## src/rtl/mem_arbiter_if.sv

```systemverilog
// rtl/mem_arbiter_if.sv - bus bundle between two requesters, the arbiter and a 256x16 memory
//
// Signals
//   p0_*/p1_*   : requester ports (req, lock, we, addr[7:0], wdata[15:0] in; gnt, rvalid out)
//   rdata       : shared read data returned to the requesters
//   mem_*       : shared single-port memory (addr[7:0], we, datain[15:0] out; dataout[15:0] in)
// Modports
//   slave  : arbiter side
//   master : requesters plus memory side
interface mem_arbiter_if;
    logic        p0_req;
    logic        p0_lock;
    logic        p0_we;
    logic [7:0]  p0_addr;
    logic [15:0] p0_wdata;
    logic        p0_gnt;
    logic        p0_rvalid;

    logic        p1_req;
    logic        p1_lock;
    logic        p1_we;
    logic [7:0]  p1_addr;
    logic [15:0] p1_wdata;
    logic        p1_gnt;
    logic        p1_rvalid;

    logic [15:0] rdata;

    logic [7:0]  mem_addr;
    logic        mem_we;
    logic [15:0] mem_datain;
    logic [15:0] mem_dataout;

    modport slave (
        input  p0_req, p0_lock, p0_we, p0_addr, p0_wdata,
        output p0_gnt, p0_rvalid,
        input  p1_req, p1_lock, p1_we, p1_addr, p1_wdata,
        output p1_gnt, p1_rvalid,
        output rdata,
        output mem_addr, mem_we, mem_datain,
        input  mem_dataout
    );

    modport master (
        output p0_req, p0_lock, p0_we, p0_addr, p0_wdata,
        input  p0_gnt, p0_rvalid,
        output p1_req, p1_lock, p1_we, p1_addr, p1_wdata,
        input  p1_gnt, p1_rvalid,
        input  rdata,
        input  mem_addr, mem_we, mem_datain,
        output mem_dataout
    );
endinterface

```

## src/rtl/mem_arbiter.sv

```systemverilog
// rtl/mem_arbiter.sv - two-port round-robin arbiter with lock for a shared 256x16 memory
//
// Ports
//   clk  : single clock, rising edge
//   rst  : synchronous active-high reset
//   bus  : mem_arbiter_if.slave (requester ports, shared rdata, memory side)
// Behaviour
//   Grant is combinational in the request cycle and the granted port drives the memory.
//   A read grant raises that port's rvalid for the next cycle, when mem_dataout is valid.
//   A granted port with lock=1 keeps the memory until it drops lock or stops requesting.
// Build option
//   MEM_ARB_TIMEOUT_EN : bound a lock to 8 consecutive grants when the other port waits.
module mem_arbiter (
    input  logic            clk,
    input  logic            rst,
    mem_arbiter_if.slave    bus
);

    typedef enum logic [1:0] {
        ARB   = 2'd0,
        LOCK0 = 2'd1,
        LOCK1 = 2'd2
    } state_t;

    state_t state;
    state_t state_next;
    logic   last;          // 1: port 1 was served last, so port 0 wins a tie
    logic   last_next;
    logic   do_arb;
    logic   gnt0;
    logic   gnt1;
    logic   rv0_q;
    logic   rv1_q;

`ifdef MEM_ARB_TIMEOUT_EN
    // Number of consecutive grants to the lock owner, saturating at 7 so that
    // every grant from the 8th onward can hand over as soon as the other port asks.
    logic [2:0] cnt;
    logic [2:0] cnt_next;
`endif

    always_comb begin
        gnt0       = 1'b0;
        gnt1       = 1'b0;
        state_next = state;
        last_next  = last;
        do_arb     = 1'b0;
`ifdef MEM_ARB_TIMEOUT_EN
        cnt_next   = cnt;
`endif

        case (state)
            LOCK0: begin
                if (bus.p0_req) begin
                    gnt0      = 1'b1;
                    last_next = 1'b0;
                    if (!bus.p0_lock) begin
                        state_next = ARB;
                    end
`ifdef MEM_ARB_TIMEOUT_EN
                    else if (cnt == 3'd7 && bus.p1_req) begin
                        state_next = ARB;
                    end
`endif
                end else begin
                    do_arb = 1'b1;
                end
            end
            LOCK1: begin
                if (bus.p1_req) begin
                    gnt1      = 1'b1;
                    last_next = 1'b1;
                    if (!bus.p1_lock) begin
                        state_next = ARB;
                    end
`ifdef MEM_ARB_TIMEOUT_EN
                    else if (cnt == 3'd7 && bus.p0_req) begin
                        state_next = ARB;
                    end
`endif
                end else begin
                    do_arb = 1'b1;
                end
            end
            default: begin
                do_arb = 1'b1;
            end
        endcase

        // Owner gone (or no owner): plain round-robin in this same cycle.
        if (do_arb) begin
            state_next = ARB;
            if (bus.p0_req && (last || !bus.p1_req)) begin
                gnt0      = 1'b1;
                last_next = 1'b0;
                if (bus.p0_lock) begin
                    state_next = LOCK0;
                end
            end else if (bus.p1_req) begin
                gnt1      = 1'b1;
                last_next = 1'b1;
                if (bus.p1_lock) begin
                    state_next = LOCK1;
                end
            end
        end

`ifdef MEM_ARB_TIMEOUT_EN
        if (state_next == ARB) begin
            cnt_next = 3'd0;
        end else if (do_arb) begin
            cnt_next = 3'd1;
        end else if (cnt != 3'd7) begin
            cnt_next = cnt + 3'd1;
        end
`endif

        if (rst) begin
            gnt0 = 1'b0;
            gnt1 = 1'b0;
        end
    end

    always_comb begin
        bus.mem_addr   = 8'd0;
        bus.mem_we     = 1'b0;
        bus.mem_datain = 16'd0;
        if (gnt0) begin
            bus.mem_addr   = bus.p0_addr;
            bus.mem_we     = bus.p0_we;
            bus.mem_datain = bus.p0_wdata;
        end else if (gnt1) begin
            bus.mem_addr   = bus.p1_addr;
            bus.mem_we     = bus.p1_we;
            bus.mem_datain = bus.p1_wdata;
        end
    end

    always_ff @(posedge clk) begin
        if (rst) begin
            state <= ARB;
            last  <= 1'b1;
            rv0_q <= 1'b0;
            rv1_q <= 1'b0;
`ifdef MEM_ARB_TIMEOUT_EN
            cnt   <= 3'd0;
`endif
        end else begin
            state <= state_next;
            last  <= last_next;
            rv0_q <= gnt0 & ~bus.p0_we;
            rv1_q <= gnt1 & ~bus.p1_we;
`ifdef MEM_ARB_TIMEOUT_EN
            cnt   <= cnt_next;
`endif
        end
    end

    assign bus.p0_gnt    = gnt0;
    assign bus.p1_gnt    = gnt1;
    // Gating with rst drops an rvalid whose read was cut short by reset.
    assign bus.p0_rvalid = rv0_q & ~rst;
    assign bus.p1_rvalid = rv1_q & ~rst;
    assign bus.rdata     = bus.mem_dataout;

endmodule

```

## src/flat_wrapper.sv

```systemverilog
// flat-port wrapper written by rule: the top's interface ports become plain ports
module mem_arbiter_flat 
  (clk, rst, bus_p0_req, bus_p0_lock, bus_p0_we, bus_p0_addr, bus_p0_wdata, bus_p0_gnt, bus_p0_rvalid, bus_p1_req, bus_p1_lock, bus_p1_we, bus_p1_addr, bus_p1_wdata, bus_p1_gnt, bus_p1_rvalid, bus_rdata, bus_mem_addr, bus_mem_we, bus_mem_datain, bus_mem_dataout);
  mem_arbiter_if bus_i ();
  input  logic clk;
  input  logic rst;
  input wire logic [$bits(bus_i.p0_req)-1:0] bus_p0_req;
  input wire logic [$bits(bus_i.p0_lock)-1:0] bus_p0_lock;
  input wire logic [$bits(bus_i.p0_we)-1:0] bus_p0_we;
  input wire logic [$bits(bus_i.p0_addr)-1:0] bus_p0_addr;
  input wire logic [$bits(bus_i.p0_wdata)-1:0] bus_p0_wdata;
  output wire logic [$bits(bus_i.p0_gnt)-1:0] bus_p0_gnt;
  output wire logic [$bits(bus_i.p0_rvalid)-1:0] bus_p0_rvalid;
  input wire logic [$bits(bus_i.p1_req)-1:0] bus_p1_req;
  input wire logic [$bits(bus_i.p1_lock)-1:0] bus_p1_lock;
  input wire logic [$bits(bus_i.p1_we)-1:0] bus_p1_we;
  input wire logic [$bits(bus_i.p1_addr)-1:0] bus_p1_addr;
  input wire logic [$bits(bus_i.p1_wdata)-1:0] bus_p1_wdata;
  output wire logic [$bits(bus_i.p1_gnt)-1:0] bus_p1_gnt;
  output wire logic [$bits(bus_i.p1_rvalid)-1:0] bus_p1_rvalid;
  output wire logic [$bits(bus_i.rdata)-1:0] bus_rdata;
  output wire logic [$bits(bus_i.mem_addr)-1:0] bus_mem_addr;
  output wire logic [$bits(bus_i.mem_we)-1:0] bus_mem_we;
  output wire logic [$bits(bus_i.mem_datain)-1:0] bus_mem_datain;
  input wire logic [$bits(bus_i.mem_dataout)-1:0] bus_mem_dataout;
  assign bus_i.p0_req = bus_p0_req;
  assign bus_i.p0_lock = bus_p0_lock;
  assign bus_i.p0_we = bus_p0_we;
  assign bus_i.p0_addr = bus_p0_addr;
  assign bus_i.p0_wdata = bus_p0_wdata;
  assign bus_p0_gnt = bus_i.p0_gnt;
  assign bus_p0_rvalid = bus_i.p0_rvalid;
  assign bus_i.p1_req = bus_p1_req;
  assign bus_i.p1_lock = bus_p1_lock;
  assign bus_i.p1_we = bus_p1_we;
  assign bus_i.p1_addr = bus_p1_addr;
  assign bus_i.p1_wdata = bus_p1_wdata;
  assign bus_p1_gnt = bus_i.p1_gnt;
  assign bus_p1_rvalid = bus_i.p1_rvalid;
  assign bus_rdata = bus_i.rdata;
  assign bus_mem_addr = bus_i.mem_addr;
  assign bus_mem_we = bus_i.mem_we;
  assign bus_mem_datain = bus_i.mem_datain;
  assign bus_i.mem_dataout = bus_mem_dataout;
  mem_arbiter u_core (.clk(clk), .rst(rst), .bus(bus_i));
endmodule
```

## config.mk

```make
export PLATFORM = sky130hd
export DESIGN_NAME = mem_arbiter_flat
export DESIGN_NICKNAME = d
export VERILOG_FILES = /design/src/rtl/mem_arbiter_if.sv /design/src/rtl/mem_arbiter.sv /design/src/flat_wrapper.sv
export SDC_FILE = /design/constraint.sdc
export NUM_CORES = 1
export LEC_CHECK = 0
export CORE_MARGIN = 2
export CORE_UTILIZATION = 33
export CTS_BUF_LIST = sky130_fd_sc_hd__clkbuf_16
export DETAILED_ROUTE_END_ITERATION = 8
export HOLD_SLACK_MARGIN = 0.1
export PLACE_DENSITY = 0.89
export SETUP_SLACK_MARGIN = 0.15
export SYNTH_ARGS = -nofsm -noshare
export SYNTH_HDL_FRONTEND = slang
export SYNTH_SLANG_ARGS = --single-unit
```

## constraint.sdc

```tcl
create_clock -name clk -period 6.15 [get_ports clk]
set_clock_uncertainty 0.05 [all_clocks]
set_input_delay 1.23 -clock clk [delete_from_list [all_inputs] [get_ports clk]]
set_output_delay 1.23 -clock clk [all_outputs]
set_load 0.02 [all_outputs]
```

# After elaboration in Yosys (flattened, before gate mapping)
# Cells that the tools add are included.
# word_totals
input_bits	72
out_inout_bits	45
wordCells	58
ff_bits	5
# op_classes
reduce_logical	5
n_mux	36
eq_ne	6
bitwise_logic	7
# ops
operator	count
two-way mux 16 bit	2
two-way mux 1 bit	21
two-way mux 2 bit	8
two-way mux 8 bit	2
!= test 3 x 2 -> 1 bit (second input constant)	4
AND reduction 5 bit	1
AND 1 bit	4
case mux 1 bit (2 select lines)	2
case mux 2 bit (2 select lines)	1
NOT 1 bit	3
nonzero test 3 bit	1
== test 2 x 1 -> 1 bit (second input constant)	1
== test 2 bit (second input constant)	1
logical AND 1 bit	1
zero test 1 bit	1
logical OR 1 bit	1

# Longest topological paths before layout
# Gate-level depths: netlist (run 1).
# depth
ltp_word	8
depth_mapped	8
ltp_nobuf	6

# Worst setup path before layout (run 1)
# No wires, ideal clock.
# synth_timing
path_type	input -> output
from	input port bus_p1_req
to	output port bus_mem_addr[2]
required_time_ns	4.870
path_slack_ns	2.730
stages	5
n_path_buf	1
arrival_ns	2.140
path_cell_list	nand2b_4 -> a211oi_4 -> buf_6 -> o2111ai_1 -> o21ai_1
# synth_between
elab_chain_cells	8
elab_cells_between_ends	16
cone_classes	mux (13); reduce/logical (3)
# synth_lines
item	line_no	source
start, declared	flat_wrapper.sv:14	input wire logic [$bits(bus_i.p1_req)-1:0] bus_p1_req;
two-way mux 1 bit or zero test 1 bit (tied branches)	mem_arbiter.sv:70, mem_arbiter.sv:93	
two-way mux 1 bit or logical OR 1 bit (tied branches)	mem_arbiter.sv:52, mem_arbiter.sv:93	
two-way mux 1 bit or logical AND 1 bit (tied branches)	mem_arbiter.sv:99, mem_arbiter.sv:93	
two-way mux 1 bit	mem_arbiter.sv:93	if (bus.p0_req && (last || !bus.p1_req)) begin
two-way mux 1 bit	mem_arbiter.sv:91	if (do_arb) begin
two-way mux 1 bit	mem_arbiter.sv:118	if (rst) begin
two-way mux 8 bit	mem_arbiter.sv:132	end else if (gnt1) begin
two-way mux 8 bit (*)	mem_arbiter.sv:128	if (gnt0) begin
end, declared	flat_wrapper.sv:22	output wire logic [$bits(bus_i.mem_addr)-1:0] bus_mem_addr;
# Mark *: on every way between the ends. The rest lies on a longest branch, timed or not.

# Worst setup path after layout (run 1)
# layout_timing
from	input port bus_p0_req
to	output port bus_mem_datain[4]
# layout_between
elab_chain_cells	6
elab_cells_between_ends	13
cone_classes	mux (12); reduce/logical (1)
# layout_lines
item	line_no	source
start, declared	flat_wrapper.sv:7	input wire logic [$bits(bus_i.p0_req)-1:0] bus_p0_req;
two-way mux 1 bit or logical AND 1 bit (tied branches)	mem_arbiter.sv:54, mem_arbiter.sv:93	
case mux 1 bit (2 select lines), or another cell as far along	mem_arbiter.sv:52	case (state)
two-way mux 1 bit (on tied branches)	mem_arbiter.sv:91, mem_arbiter.sv:93	
two-way mux 1 bit (on tied branches)	mem_arbiter.sv:118, mem_arbiter.sv:91	
two-way mux 16 bit or two-way mux 1 bit (tied branches)	mem_arbiter.sv:132, mem_arbiter.sv:118	
two-way mux 16 bit (*)	mem_arbiter.sv:128	
end, declared	flat_wrapper.sv:24	output wire logic [$bits(bus_i.mem_datain)-1:0] bus_mem_datain;
# Marked as above.

==> results of run 1 <==
==> worst max-delay path, cell delays in order <==
cell and delay (ns):
clkdlybuf4s50_1 0.55, nor2b_2 0.22, o22a_1 0.78, o2111ai_1 0.27, o21ai_2 0.11, clkdlybuf4s50_1 0.62
==> where the power goes <==
| part | leakage, nW | internal, mW | switching [mW] |
|---|---|---|---|
| clock network | 0.0423 | 0.0842 | 0.0218 |
| logic | 0.590 | 0.0764 | 0.0740 |
| registers | 0.0410 | 0.0347 | 0.00146 |
| total | 0.673 | 0.195 | 0.0973 |
==> stage by stage <==
step / instances / instance area [µm²]
floorplan: 150 / 1210
global placement: 252 / 1880
detailed placement: 252 / 1880
CTS: 256 / 1950
global route: 256 / 1950
finish: 256 / 1950
==> worst min path at each step <==
stage,slack [ns],cells past startpoint,endpoint
6_report,0.45,2,u_core.state[1]$_SDFFE_PP0P_
5_1_grt,0.49,2,u_core.state[0]$_SDFFE_PP0P_
4_1_cts,0.46,2,u_core.state[1]$_SDFFE_PP0P_
3_5_place_dp,0.45,2,u_core.state[1]$_SDFFE_PP0P_
3_3_place_gp,0.44,2,u_core.state[1]$_SDFFE_PP0P_
2_1_floorplan,0.43,2,u_core.state[1]$_SDFFE_PP0P_
==> cell families (layout without fill, tap and decap cells) <==
logic type | count (synthesis) | count (layout) | share of synthesized area, %
flip-flops | 5 | 5 | 8.29
AND/OR/NAND/NOR | 43 | 43 | 23.7
AO/OA/AOI/OAI | 63 | 63 | 41.5
buffers and inverters | 35 | 95 | 22.4
adder cells (fa/ha/maj) | 4 | 4 | 4.15
==> area by class of cell <==
| class | instances | area (µm²) | area share [%] |
|---|---|---|---|
| clock inverter | 1 | 3.75 | 0.192 |
| multi-input combinational | 110 | 840 | 43.0 |
| clock buffer | 3 | 75.1 | 3.84 |
| timing repair buffer | 87 | 863 | 44.2 |
| tap | 46 | 57.6 | 2.94 |
| inverter | 4 | 15.0 | 0.768 |
| sequential | 5 | 100 | 5.12 |
==> synth_stat cells, types with 2 or more instances <==
master,instances
or2b_2,8
nand2_1,2
clkbuf_1,3
buf_6,5
nor3_1,3
clkbuf_8,2
o2111ai_1,26
inv_1,3
buf_4,16
dfxtp_1,5
nand2b_1,17
nor2b_1,3
buf_2,3
o21ai_1,8
a21oi_1,4
o21ai_2,12
nand3_1,3
ha_1,4
o21ai_0,6
nor2_1,3
==> routing by layer <==
metal  GRT usage [%]  share of wire (%)
met5               0                  0
met3            4.51                9.2
met1            21.0                 41
met4            7.18                2.4
met2            31.0                 47
==> key figures, run 1 <==
Status
  • Status: finished clean

Clock tree
  • Post-CTS setup repair buffer count: 0
  • CTS Buf Count: 3
  • Clk root buf: clkbuf_16
  • Clock tree from TritonCTS: yes
  • Clk_lat worst skew: between 0.2 and 0.25 ns
  • Post_cts resized: 0
  • # hold bufs at CTS: 0
  • Reg clk slew, reported paths: roughly 0.03 ns
  • Number of clock sinks: 5
  • CTS max path bufs: 2
  • H-tree levels: 1

Critical path
  • CP required: approximately 5 ns
  • Register-to-Register Path Depth: 6
  • Crit Path Class: in -> out
  • CP Max Fanout: 26
  • Critical path endpoint category: output port
  • RR Startpoint: u_core.state[1]$_SDFFE_PP0P_
  • Worst Setup SP: bus_p0_req
  • CP Capture Point: bus_mem_datain[4]
  • Setup crit start kind: input port
  • Critical R2R Capture: u_core.rv1_q$_SDFF_PP0_
  • Flop-to-flop setup slack: between 3 and 4 ns
  • Crit path DAT: approximately 3.8 ns

Floorplanning
  • Die Area: between 4000 and 5000 µm²
  • Cell Rows: 21
  • Total core area: around 3400 µm²
  • Die W: between 60 and 70 µm
  • # IOs: approximately 120
  • Initial Utilization: a little over a third
  • Die height: ~64 µm

Routing
  • Vias per cell: 5.32
  • Antenna Violating Nets Remaining: 0
  • Final wirelength: ~3700 µm
  • # DRC: 0
  • First DRT Iteration DRCs: between 40 and 50
  • DR vias: about 1.4k
  • Drt wl/cell: between 10 and 15 µm
  • DRT Pass-1 Iters: 4

Timing
  • Rel. slew slack: roughly 38%
  • Fin. max-slew vios: 0
  • Final setup margin: 1.08 ns
  • Final setup viols: 0
  • Worst-margin pin slew: slightly above 0.9 ns
  • Fin crit share: 82.4%
  • Hold Worst Slack: between 0.4 and 0.5 ns
  • TNS Setup: 0 ns
  • Fin crit period: about 5.1 ns
  • RSZ-0062 raised after global routing: no
  • Peak Freq: between 150 and 200 MHz
  • Final hold vios: 0

Layout
  • Fillers: between 300 and 400
  • Commonest non-fill, non-tap cell in the layout: clkdlybuf4s50_1
  • Area growth syn-to-layout: 61.9%
  • Fin util: approximately 57%
  • # diodes: 0
  • Layout cells sized above 1: between 15 and 20%
  • Layout Nets: about 290
  • Most frequent cells in the layout: clkdlybuf4s50_1, o2111ai_1, nand2b_1

Pwr
  • Peak supply drop: around 0.14 mV
  • Final Power: 0.293 mW
  • Pwr dens: 150 nW/µm²
  • Static Leak: slightly below 0.7 nW

Synthesis
  • Yosys cell types: 34
  • Yosys reg bits: 5
  • Area of the mapped netlist: 1210 µm²
  • Yosys top cell by area: o2111ai_1
  • Syn avg cell area: approximately 8.0 µm²
  • Synth warnings: 0
  • Post-synthesis cell count: 150
  • Syn Nets: between 200 and 250
  • Post-synthesis async set-or-reset flop share: 0%
  • Top cell type's share of synthesized area: 18.9%
  • Post-synth EDFFs: 0
  • Ys flop type: dfxtp_1
  • Register area share after synthesis: under 10%
  • Synth top area cells: o2111ai_1, buf_4, nand2b_1, o21ai_2, dfxtp_1

Worst hold path
  • Hold Path Class: reg -> reg
  • Min-delay src: u_core.state[1]$_SDFFE_PP0P_

Place
  • Detailed Place HPWL: approximately 2700 µm
  • Buffers on Ports: 84
  • RePlAce Congestion: 0.876
  • Dpl ws: 1.08 ns

GRT
  • Initial antenna violation count: 0
  • Vias in the first global route: between 1k and 1.5k
  • Largest net degree at the start of global routing: 28
  • Grt total ovfl: 0
  • First-pass GRT wire length: between 5000 and 6000 µm
  • Total track usage: roughly 18%

Flow run
  • Max Cap Viol: 0
(Power assumes the default switching activity.)
==> run 2: changes to the inputs <==
Settings changed: CORE_UTILIZATION 33 to 30, PLACE_DENSITY 0.89 to 0.82.
Clock period 6.15 ns to 4.8 ns, I/O delays scaled along.
==> run 2 against run 1 <==
Non-clock buffer count up 4. Clock power up 25%. Wire length down 0.27%. Utilization down 6.8 points. Final area up 1.8%. Hold slack better by 0.022 ns. Critical path type unchanged. Highest routed layer unchanged.
==> key figures, run 2 (synthesis gave the netlist of run 1 again) <==
Status
  • Status: finished clean

Place
  • Dpl ws: roughly 0.59 ns
  • Buffers on Ports: 84
  • RePlAce Congestion: between 0.7 and 0.8
  • Detailed Place HPWL: ~2700 µm
  • Placed insts: 260

Worst hold path
  • Worst Hold Depth: 2
  • Hold Path Class: reg -> reg

Timing
  • Fin. max-slew vios: 0
  • Final setup viols: 0
  • TNS Setup: 0 ns
  • Rel. slew slack: between 60% and 70%
  • Final hold vios: 0
  • Peak Freq: roughly 240 MHz
  • Final setup margin: 0.617 ns
  • Worst-margin pin slew: 0.448 ns
  • Fin crit share: 87.2%
  • RSZ-0062 raised after global routing: no
  • Fin crit period: between 4 and 5 ns

GRT
  • Total track usage: ~17%
  • Met2 Resource Use GR: between 20% and 30%
  • First-pass GRT wire length: between 6000 and 7000 µm
  • Global routing usage on met1: 20.7%
  • Grt total ovfl: 0
  • Largest net degree at the start of global routing: 27
  • Vias in the first global route: about 1.3k
  • GR met3 Demand/Resource: under 10%
  • Most Used Layer, Global Route: met2
  • Initial antenna violation count: 0

Floorplanning
  • # IOs: 117
  • Cell Rows: 23
  • Die W: slightly below 70 µm
  • Initial Utilization: between 30% and 40%
  • Total core area: a little under 4000 µm²
  • Die height: 67.4 µm
  • Die Area: about 4500 µm²

Critical path
  • Register-to-Register Path Depth: 6
  • Setup crit start kind: input port
  • CP required: about 3.8 ns
  • Crit Path Class: in -> out
  • Crit path DAT: roughly 3.2 ns
  • Critical path endpoint category: output port
  • CP Max Fanout: 25

Pwr
  • Peak supply drop: ~0.12 mV
  • Pwr dens: roughly 190 nW/µm²
  • Static Leak: roughly 0.69 nW
  • Final Power: around 0.38 mW

Clock tree
  • Clock tree from TritonCTS: yes
  • Reg clk slew, reported paths: 0.03 ns
  • Number of clock sinks: 5
  • Post_cts resized: 0
  • Clk root buf: clkbuf_16
  • Clk_lat worst skew: 0.22 ns
  • # hold bufs at CTS: 0
  • Post-CTS setup repair buffer count: 0
  • H-tree levels: 1
  • CTS Buf Count: 3
  • CTS max path bufs: 2

Routing
  • # DRC: 0
  • Vias per cell: just over 5
  • DR vias: 1365
  • DRT Pass-1 Iters: 4
  • Drt wl/cell: 13.8 µm
  • Antenna Violating Nets Remaining: 0
  • First DRT Iteration DRCs: between 100 and 150
  • Final wirelength: about 3700 µm

Layout
  • Layout Nets: a little under 300
  • Commonest non-fill, non-tap cell in the layout: clkdlybuf4s50_1
  • # diodes: 0
  • Layout cells sized above 1: a little under a fifth
  • Final Instance Count excl. Fillers: between 200 and 300
  • Most frequent cells in the layout: clkdlybuf4s50_1, o2111ai_1, nand2b_1
  • Area growth syn-to-layout: 64.8%

Flow run
  • Max Cap Viol: 0
run 2: cell count changes in the layout (fill, tap and decap cells not counted):
cell and delta:
buf_4 +4
run 2: area by class of cell:
cell class | count | area [µm²]
Multi-Input combinational cell | 110 | 840
Fill cell | 371 | 1950
Sequential cell | 5 | 100
Tap cell | 50 | 62.6
Timing Repair Buffer | 91 | 893
Inverter | 4 | 15.0
Clock buffer | 3 | 75.1
Clock inverter | 1 | 3.75
run 2: worst max-delay path: stages:
cell and delay (ns):
clkdlybuf4s50_1 0.67, nand2b_4 0.10, a211oi_4 0.23, buf_4 0.31, o2111ai_1 0.13, o21ai_0 0.12
clkdlybuf4s50_1 0.65
run 2: through the flow:
step	cell area, µm²	utilization (%)	hold WS [ns]
final	1990	50.5	0.476
after global routing	1990	50.5	0.530
after CTS	1990	50.5	0.476
after detailed placement	1910	48.5	0.471
after global placement	1910	48.5	0.458
after floorplan	1210	-	0.427
run 2: worst paths after layout:
path                                startpoint                           end  slack, ns
setup / recovery                    bus_p1_req            bus_mem_datain[15]       0.62
hold / removal    u_core.state[1]$_SDFFE_PP0P_  u_core.state[1]$_SDFFE_PP0P_       0.48
setup reg to reg  u_core.state[0]$_SDFFE_PP0P_       u_core.rv0_q$_SDFF_PP0_       2.94
hold reg to reg   u_core.state[1]$_SDFFE_PP0P_  u_core.state[1]$_SDFFE_PP0P_       0.48
run 2: where the power goes:
group	total, mW	internal, mW	switching, mW
logic	0.198	0.102	0.0959
clock network	0.133	0.108	0.0257
registers	0.0467	0.0444	0.00229
run 2: metal layers:
layer  share of wire [%]  vias up
met4                0.66        0
met2                  48       78
met1                  41      605
met5                   0        -
met3                  10        6
li1                    -      676
